[src/rtl/clock_set_ctrl.sv]
// Time-set sequencer: forwards 1 Hz as seconds, or auto-repeats minutes/hours increments while a set button is held.
// Define CLOCK_SET_FAST_EN to enable SLOW->FAST acceleration after FAST_THRESH slow increments.

module clock_set_ctrl_debounce #(
    parameter int DEBOUNCE_TICKS = 2
) (
    input  logic i_clk,
    input  logic i_reset,
    input  logic i_sample_stb,
    input  logic i_raw,
    output logic o_level
);
    localparam logic [3:0] TICKS = 4'(DEBOUNCE_TICKS);

    logic       level_q, level_d;
    logic [3:0] cnt_q, cnt_d;

    always_comb begin
        level_d = level_q;
        cnt_d   = cnt_q;
        if (i_sample_stb) begin
            if (i_raw != level_q) begin
                if (cnt_q + 4'd1 == TICKS) begin
                    level_d = ~level_q;
                    cnt_d   = 4'd0;
                end else begin
                    cnt_d = cnt_q + 4'd1;
                end
            end else begin
                cnt_d = 4'd0;
            end
        end
    end

    always_ff @(posedge i_clk) begin
        if (i_reset) begin
            level_q <= 1'b0;
            cnt_q   <= 4'd0;
        end else begin
            level_q <= level_d;
            cnt_q   <= cnt_d;
        end
    end

    assign o_level = level_q;
endmodule

module clock_set_ctrl #(
    parameter int FAST_THRESH    = 4,
    parameter int DEBOUNCE_TICKS = 2
) (
    input  logic i_clk,
    input  logic i_reset,
    input  logic i_1hz_stb,
    input  logic i_slow_set_stb,
    input  logic i_fast_set_stb,
    input  logic i_set_hours,
    input  logic i_set_minutes,
    output logic o_sec_inc,
    output logic o_min_inc,
    output logic o_hr_inc,
    output logic o_clr_sec,
    output logic o_setting
);
    localparam logic [7:0] THRESH = 8'(FAST_THRESH);

    // IDLE: run | FIRST: immediate increment | SLOW: 2 Hz repeat | FAST: 8 Hz repeat
    typedef enum logic [1:0] {
        ST_IDLE,
        ST_FIRST,
        ST_SLOW,
        ST_FAST
    } state_t;

    state_t     state_q;
    logic       tgt_hr_q;
    logic [7:0] slow_cnt_q;
    logic       sec_inc_q, min_inc_q, hr_inc_q, clr_sec_q, setting_q;

    logic deb_hr, deb_min, tgt_level;
    logic [7:0] slow_cnt_nxt;

    clock_set_ctrl_debounce #(.DEBOUNCE_TICKS(DEBOUNCE_TICKS)) u_deb_hr (
        .i_clk        (i_clk),
        .i_reset      (i_reset),
        .i_sample_stb (i_fast_set_stb),
        .i_raw        (i_set_hours),
        .o_level      (deb_hr)
    );

    clock_set_ctrl_debounce #(.DEBOUNCE_TICKS(DEBOUNCE_TICKS)) u_deb_min (
        .i_clk        (i_clk),
        .i_reset      (i_reset),
        .i_sample_stb (i_fast_set_stb),
        .i_raw        (i_set_minutes),
        .o_level      (deb_min)
    );

    assign tgt_level = tgt_hr_q ? deb_hr : deb_min;

    // Saturates at the threshold; in the non-accelerating build it simply holds there.
    assign slow_cnt_nxt = (slow_cnt_q >= THRESH) ? slow_cnt_q : slow_cnt_q + 8'd1;

    always_ff @(posedge i_clk) begin
        if (i_reset) begin
            state_q    <= ST_IDLE;
            tgt_hr_q   <= 1'b0;
            slow_cnt_q <= 8'd0;
            sec_inc_q  <= 1'b0;
            min_inc_q  <= 1'b0;
            hr_inc_q   <= 1'b0;
            clr_sec_q  <= 1'b0;
            setting_q  <= 1'b0;
        end else begin
            sec_inc_q <= 1'b0;
            min_inc_q <= 1'b0;
            hr_inc_q  <= 1'b0;
            clr_sec_q <= 1'b0;
            case (state_q)
                ST_IDLE: begin
                    if (deb_hr || deb_min) begin
                        tgt_hr_q  <= deb_hr;
                        state_q   <= ST_FIRST;
                        setting_q <= 1'b1;
                    end else begin
                        sec_inc_q <= i_1hz_stb;
                    end
                end
                ST_FIRST: begin
                    if (!tgt_level) begin
                        state_q   <= ST_IDLE;
                        setting_q <= 1'b0;
                    end else begin
                        hr_inc_q   <= tgt_hr_q;
                        min_inc_q  <= ~tgt_hr_q;
                        clr_sec_q  <= 1'b1;
                        slow_cnt_q <= 8'd0;
                        state_q    <= ST_SLOW;
                    end
                end
                ST_SLOW: begin
                    if (!tgt_level) begin
                        state_q   <= ST_IDLE;
                        setting_q <= 1'b0;
                    end else if (i_slow_set_stb) begin
                        hr_inc_q   <= tgt_hr_q;
                        min_inc_q  <= ~tgt_hr_q;
                        slow_cnt_q <= slow_cnt_nxt;
`ifdef CLOCK_SET_FAST_EN
                        if (slow_cnt_nxt == THRESH) begin
                            state_q <= ST_FAST;
                        end
`endif
                    end
                end
`ifdef CLOCK_SET_FAST_EN
                ST_FAST: begin
                    if (!tgt_level) begin
                        state_q   <= ST_IDLE;
                        setting_q <= 1'b0;
                    end else if (i_fast_set_stb) begin
                        hr_inc_q  <= tgt_hr_q;
                        min_inc_q <= ~tgt_hr_q;
                    end
                end
`endif
                default: begin
                    state_q   <= ST_IDLE;
                    setting_q <= 1'b0;
                end
            endcase
        end
    end

    assign o_sec_inc = sec_inc_q;
    assign o_min_inc = min_inc_q;
    assign o_hr_inc  = hr_inc_q;
    assign o_clr_sec = clr_sec_q;
    assign o_setting = setting_q;
endmodule

[config.mk]
export PLATFORM = sky130hd
export DESIGN_NAME = clock_set_ctrl
export DESIGN_NICKNAME = d
export VERILOG_FILES = /design/src/rtl/clock_set_ctrl.sv
export SDC_FILE = /design/constraint.sdc
export NUM_CORES = 1
export LEC_CHECK = 0
export BUFFER_PORTS_ARGS = -buffer_cell sky130_fd_sc_hd__buf_2
export CAP_MARGIN = 20
export CORE_MARGIN = 2
export CORE_UTILIZATION = 42
export CTS_BUF_LIST = sky130_fd_sc_hd__clkbuf_2 sky130_fd_sc_hd__clkbuf_4 sky130_fd_sc_hd__clkbuf_8
export CTS_CLUSTER_SIZE = 30
export DETAILED_ROUTE_END_ITERATION = 8
export SYNTH_ARGS = -nofsm -noshare
export SYNTH_HDL_FRONTEND = slang
export SYNTH_SLANG_ARGS = --single-unit
[constraint.sdc]
create_clock -name i_clk -period 2.4 [get_ports i_clk]
set_input_delay 0.48 -clock i_clk [delete_from_list [all_inputs] [get_ports i_clk]]
set_output_delay 0.48 -clock i_clk [all_outputs]
set_load 0.02 [all_outputs]
==> Word level (Yosys, flattened, before mapping) <==
Index checks and enable logic that the tools add are counted.
{ "totals": {"register_bits": 18, "inputBits": 7, "output_inout_bits": 5} }
{ "classes": {"n_eq_ne": 9, "n_addsub": 2, "reduce_logical": 10, "n_bitwise": 5, "muxes": 21} }
{ "op_table": {"columns": ["operator", "count"], "rows": [
  ["two-way mux 4 bit", 4],
  ["two-way mux 1 bit", 10],
  ["adder 4 x 1 -> 4 bit (second input constant)", 2],
  ["== test 4 x 2 -> 1 bit (second input constant)", 2],
  ["two-way mux 2 bit", 3],
  ["inequality test 2 bit (second input constant)", 3],
  ["case mux 1 bit (2 select lines)", 3],
  ["case mux 2 bit (3 select lines)", 1],
  ["AND reduction 2 bit", 3],
  ["AND reduction 3 bit", 2],
  ["inverter 1 bit", 5],
  ["OR reduction 2 bit", 2],
  ["OR reduction 3 bit", 1],
  ["== test 2 x 1 -> 1 bit (second input constant)", 1],
  ["== test 2 bit (second input constant)", 1],
  ["zero test 2 bit", 1],
  ["inequality test 1 bit", 2],
  ["logical OR 1 bit", 1]
]} }

==> Depth between registers and ports, before layout <==
{ "logic_depth": {"word_depth": 4, "depth_mapped": 6, "depth_no_buf": 6} }

==> By module <==
From an unflattened synthesis, not the netlist that was laid out.
{ "hier_totals": {"cells_unflattened": 103, "hier_area_um2": 969.7} }
{ "modules_own_cells": {"columns": ["mod", "seq_area_each_um2", "n_inst", "area_per_inst_um2", "cells_per_inst"], "rows": [
  ["clock_set_ctrl_debounce", 100.1, 2, 296.5, 33],
  ["clock_set_ctrl", 160.2, 1, 376.6, 37]
]} }

==> Worst setup path before layout <==
No wires, ideal clock.
{ "synth_timing": {"kind": "register -> register", "from": "register u_deb_hr.cnt_q[0]", "to": "register u_deb_hr.cnt_q[1]", "stages_incl_launch_ff": 5, "required_ps": 2283, "arrival_ps": 1251, "setup_slack_ps": 1032, "setup_time_ps": 117, "path_cell_list": "dfxtp_1 ha_1 nor4b_1 nor3b_2 a22o_1"} }
{ "synth_between": {"elab_chain_cells": 4} }
{ "synth_rtl": {"columns": ["item", "line_no", "text"], "rows": [
  ["from (decl)", "16", "logic [3:0] cnt_q, cnt_d;"],
  ["from (signal assigned)", "41", "cnt_q <= cnt_d;"],
  ["adder 4 x 1 -> 4 bit *", "23, 27", null],
  ["== test 4 x 2 -> 1 bit", "23", "if (cnt_q + 4'd1 == TICKS) begin"],
  ["two-way mux 4 bit *", "23", null],
  ["two-way mux 4 bit *", "22", "if (i_raw != level_q) begin"]
]} }
Every way passes the cells marked *; elsewhere a longest branch is shown, timed or not.
A chain may end at the register's enable or synchronous reset.

==> Final worst setup path <==
{ "layout_timing": {"from": "register state_q[0]", "to": "register state_q[0]"} }
{ "layout_between": {"elab_chain_cells": 3, "word_cells_on_any_way": 7, "cone_classes": "eq/ne (4); mux (1); reduce/logical (2)"} }
{ "layout_rtl": {"columns": ["item", "line_no", "text"], "rows": [
  ["from (decl)", "75", "state_t state_q;"],
  ["from (signal assigned)", "106", "state_q <= ST_IDLE;"],
  ["from (signal assigned)", "123", "state_q <= ST_FIRST;"],
  ["from (signal assigned)", "131", "state_q <= ST_IDLE;"],
  ["== test 2 bit / zero test 2 bit (equally long branches)", null, null],
  ["inequality test 2 bit (no source line)", null, null],
  ["AND reduction 2 bit (no source line)", null, null]
]} }
Several ways; a longest one is shown, not always the timed one.

==> results.yml <==
pwr:
  powerDensity_nw_per_um2: 573.0
  total_power_uw: 626.6
  vdd_drop_max_mv: 0.3640
  leakage_uw: 0.0004672
sta:
  finalSetupViolations: 0
  finalCritPeriodShare_pct: 63.89
  slew_headroom_pct: 66.41
  slew_violations: 0
  tns_ns: 0
  rsz0062_at_grt: "no"
  fmax_mhz: 652.1
  skew_ns: 0.004701
  finalCriticalPeriod_ns: 1.533
  tightest_slew_ns: 0.5028
  hold_viol: 0
global_routing:
  first_global_vias: 689
  groute.usage.overall_pct: 14.79
  grt_first_pass_wirelength_um: 3036
  grt_overflow: 0
  antenna_found_initial: 0
  grt_max_degree: 23
worst_setup_path:
  crit_path_cell_trace: "inv_1 > ha_1 > nor3b_1 > a21oi_2 > mux2i_1 > nor2_1"
  timing.rr.end: "state_q[0]"
  slowest_delay_ns: 0.46
  cp_max_fo: 4
  r2r_cells: 6
  r2r_slack_ns: 0.87
  critPathSlowestCell: "nor3b_1"
  worst_setup_path_end_kind: "register"
  cp-start-kind: "register"
  worstPathArrival_ns: 1.71
  cp_data_required_time_ns: 2.58
  critPathKind: "register to register"
  r2r_start: "state_q[0]"
drt:
  viasPerCell: 5.250
  num_vias: 756
  routed_wl_um: 1747
  dr.pass1.iters: 3
  drt_iter0_drc: 4
  wl_per_cell_um: 12.13
  drtAntennaViolNets: 0
  drc: 0
cts:
  hold_buffers: 0
  path_clk_slew_ns: 0.11
  clkLatencyLatePin_ns: 0.29
  cts_tree: "yes"
  post_cts_buffers: 0
  cts_sinks: 18
  cts-root-buf: "clkbuf_4"
  cts_inserted_buffers: 3
  cts_buffer_depth: 2
  ctsResizeCount: 0
  cts.htree.levels: 1
logic_synthesis:
  synthCells: 104
  synth_warnings: 0
  synthAdderAreaFrac_pct: 10.22
  synth_edf_count: 0
  async_flop_share_pct: 0
  synthMuxAreaShare_pct: 4.215
  syn_nets: 119
  synth_cell_types: 32
  seq_area_frac_synth_pct: 36.78
  synth_compound_area_share_pct: 19.03
  ys_ff_latch: 18
  synth_area_sq_um: 979.7
  synth-xor-area-share_pct: 1.788
  synth-simple-area-share_pct: 25.16
  synth_top_family_by_area: "simple AND/OR/NAND/NOR gates"
  synth_area_per_cell_sq_um: 9.420
  ys_dominant_reg_cell: "dfxtp_1"
placement:
  dp_hpwl_um: 1256
  numPortBuffers: 11
  gp_congestion: 0.7623
finish:
  layout_commonest_cell: "dfxtp_1"
  drive_gt1_share_pct: 20.69
  insertedDiodeCount: 0
  fillers: 220
  final_cell_mix: "18 x dfxtp_1, 11 x nor2_1, 11 x buf_2"
  layout.nets: 132
  areaGrowthSynthToFinish_pct: 11.62
  reg_top3: "u_deb_hr.cnt_q (4), u_deb_min.cnt_q (4), state_q (2)"
die:
  num_io_pins: 12
  fp.dieW_um: 52.30
  start_util_pct: 44.29
  dieArea_sq_um: 2735
  die_h_um: 52.30
  coreArea_sq_um: 2212
  placement_rows: 17
worst_hold_path:
  hold_class: "input pin to register"
  whs_endpoint: "o_sec_inc"
  hold_depth: 2
  hp-start: "i_1hz_stb"
run_status:
  status: "finished clean"
job:
  drv_cap: 0
[metrics by stage]
stage	hold slack [ns]	setup slack [ns]	std cells	cell area, sq um	utilization, %
6_report	0.4323	0.8666	144	1094	49.43
5_1_grt	0.4244	0.6626	144	1094	49.43
4_1_cts	0.4184	0.8562	144	1094	49.43
3_5_place_dp	0.4730	0.8664	140	1057	47.79
3_3_place_gp	0.4694	0.8783	140	1057	47.79
2_1_floorplan	0.4498	1.032	104	979.7	-
[where the power goes]
part	switching (uW)	internal (uW)	leakage, uW	total [uW]
Clock	94.3	92.4	0.0000210	187
Sequential	14.6	313	0.000146	328
Combinational	63.5	48.3	0.000300	112
[final cells by class]
class                           instances  area [sq um]  share of cell area (%)
Tap cell                               28         35.03                   3.204
Multi-Input combinational cell         79         591.8                   54.12
Timing Repair Buffer                   11         55.05                   5.034
Inverter                                4         15.01                   1.373
Clock buffer                            4         36.28                   3.318
Sequential cell                        18         360.3                   32.95
[layer usage]
metal | GRT usage [%] | vias to the layer above | part of all wire [%]
met2 | 23.96 | 9 | 45
met1 | 19.09 | 346 | 50
met4 | 2.564 | 0 | 0.80
met3 | 5.143 | 2 | 3.4
met5 | 0 | - | 0
li1 | - | 399 | -
[cell families after synthesis]
logic type | count (synthesis)
buffers and inverters | 7
adders and majority gates | 8
xor gates and xnor gates | 2
AOI/OAI and AO/OA | 23
DFF | 18
and+or+nand+nor | 42
muxes | 4
[critical path: cells and delay by family (launching register included)]
kind,cells,cell delay [ns]
AND/OR/NAND/NOR,2,0.51
flip-flops,1,0.34
adder cells (fa/ha/maj),1,0.22
multiplexers,1,0.16
buffers and inverters,1,0.11
AO/OA/AOI/OAI,1,0.08
[worst max path at each step]
| stage | from | end | slack, ns | cells after the start |
|---|---|---|---|---|
| after floorplan | u_deb_hr.cnt_q[0] | u_deb_hr.cnt_q[1] | 1.03 | 4 |
| after global placement | state_q[0] | state_q[0] | 0.88 | 6 |
| after detailed placement | state_q[1] | state_q[0] | 0.87 | 6 |
| after CTS | state_q[0] | state_q[0] | 0.86 | 6 |
| after global routing | state_q[0] | state_q[0] | 0.66 | 6 |
| final | state_q[0] | state_q[0] | 0.87 | 6 |
[synth_stat cells (2+ instances only)]
cell / instances / area [sq um]
dfxtp_1: 18 / 360.4
nor2_1: 11 / 41.29
ha_1: 8 / 100.1
a21oi_1: 6 / 30.03
nand3_1: 6 / 30.03
nand2_1: 5 / 18.77
nand2b_1: 5 / 31.28
a21o_1: 4 / 30.03
inv_1: 4 / 15.01
nor3b_1: 4 / 30.03
mux2i_1: 3 / 30.03
a22o_1: 2 / 17.52
a311oi_1: 2 / 17.52
a311oi_2: 2 / 30.03
clkbuf_1: 2 / 7.510
nor3b_2: 2 / 25.02
nor4b_1: 2 / 17.52
o21ai_1: 2 / 10.01
or2b_1: 2 / 15.01
xor2_1: 2 / 17.52
No activity file was read; power rests on OpenSTA's default activity.
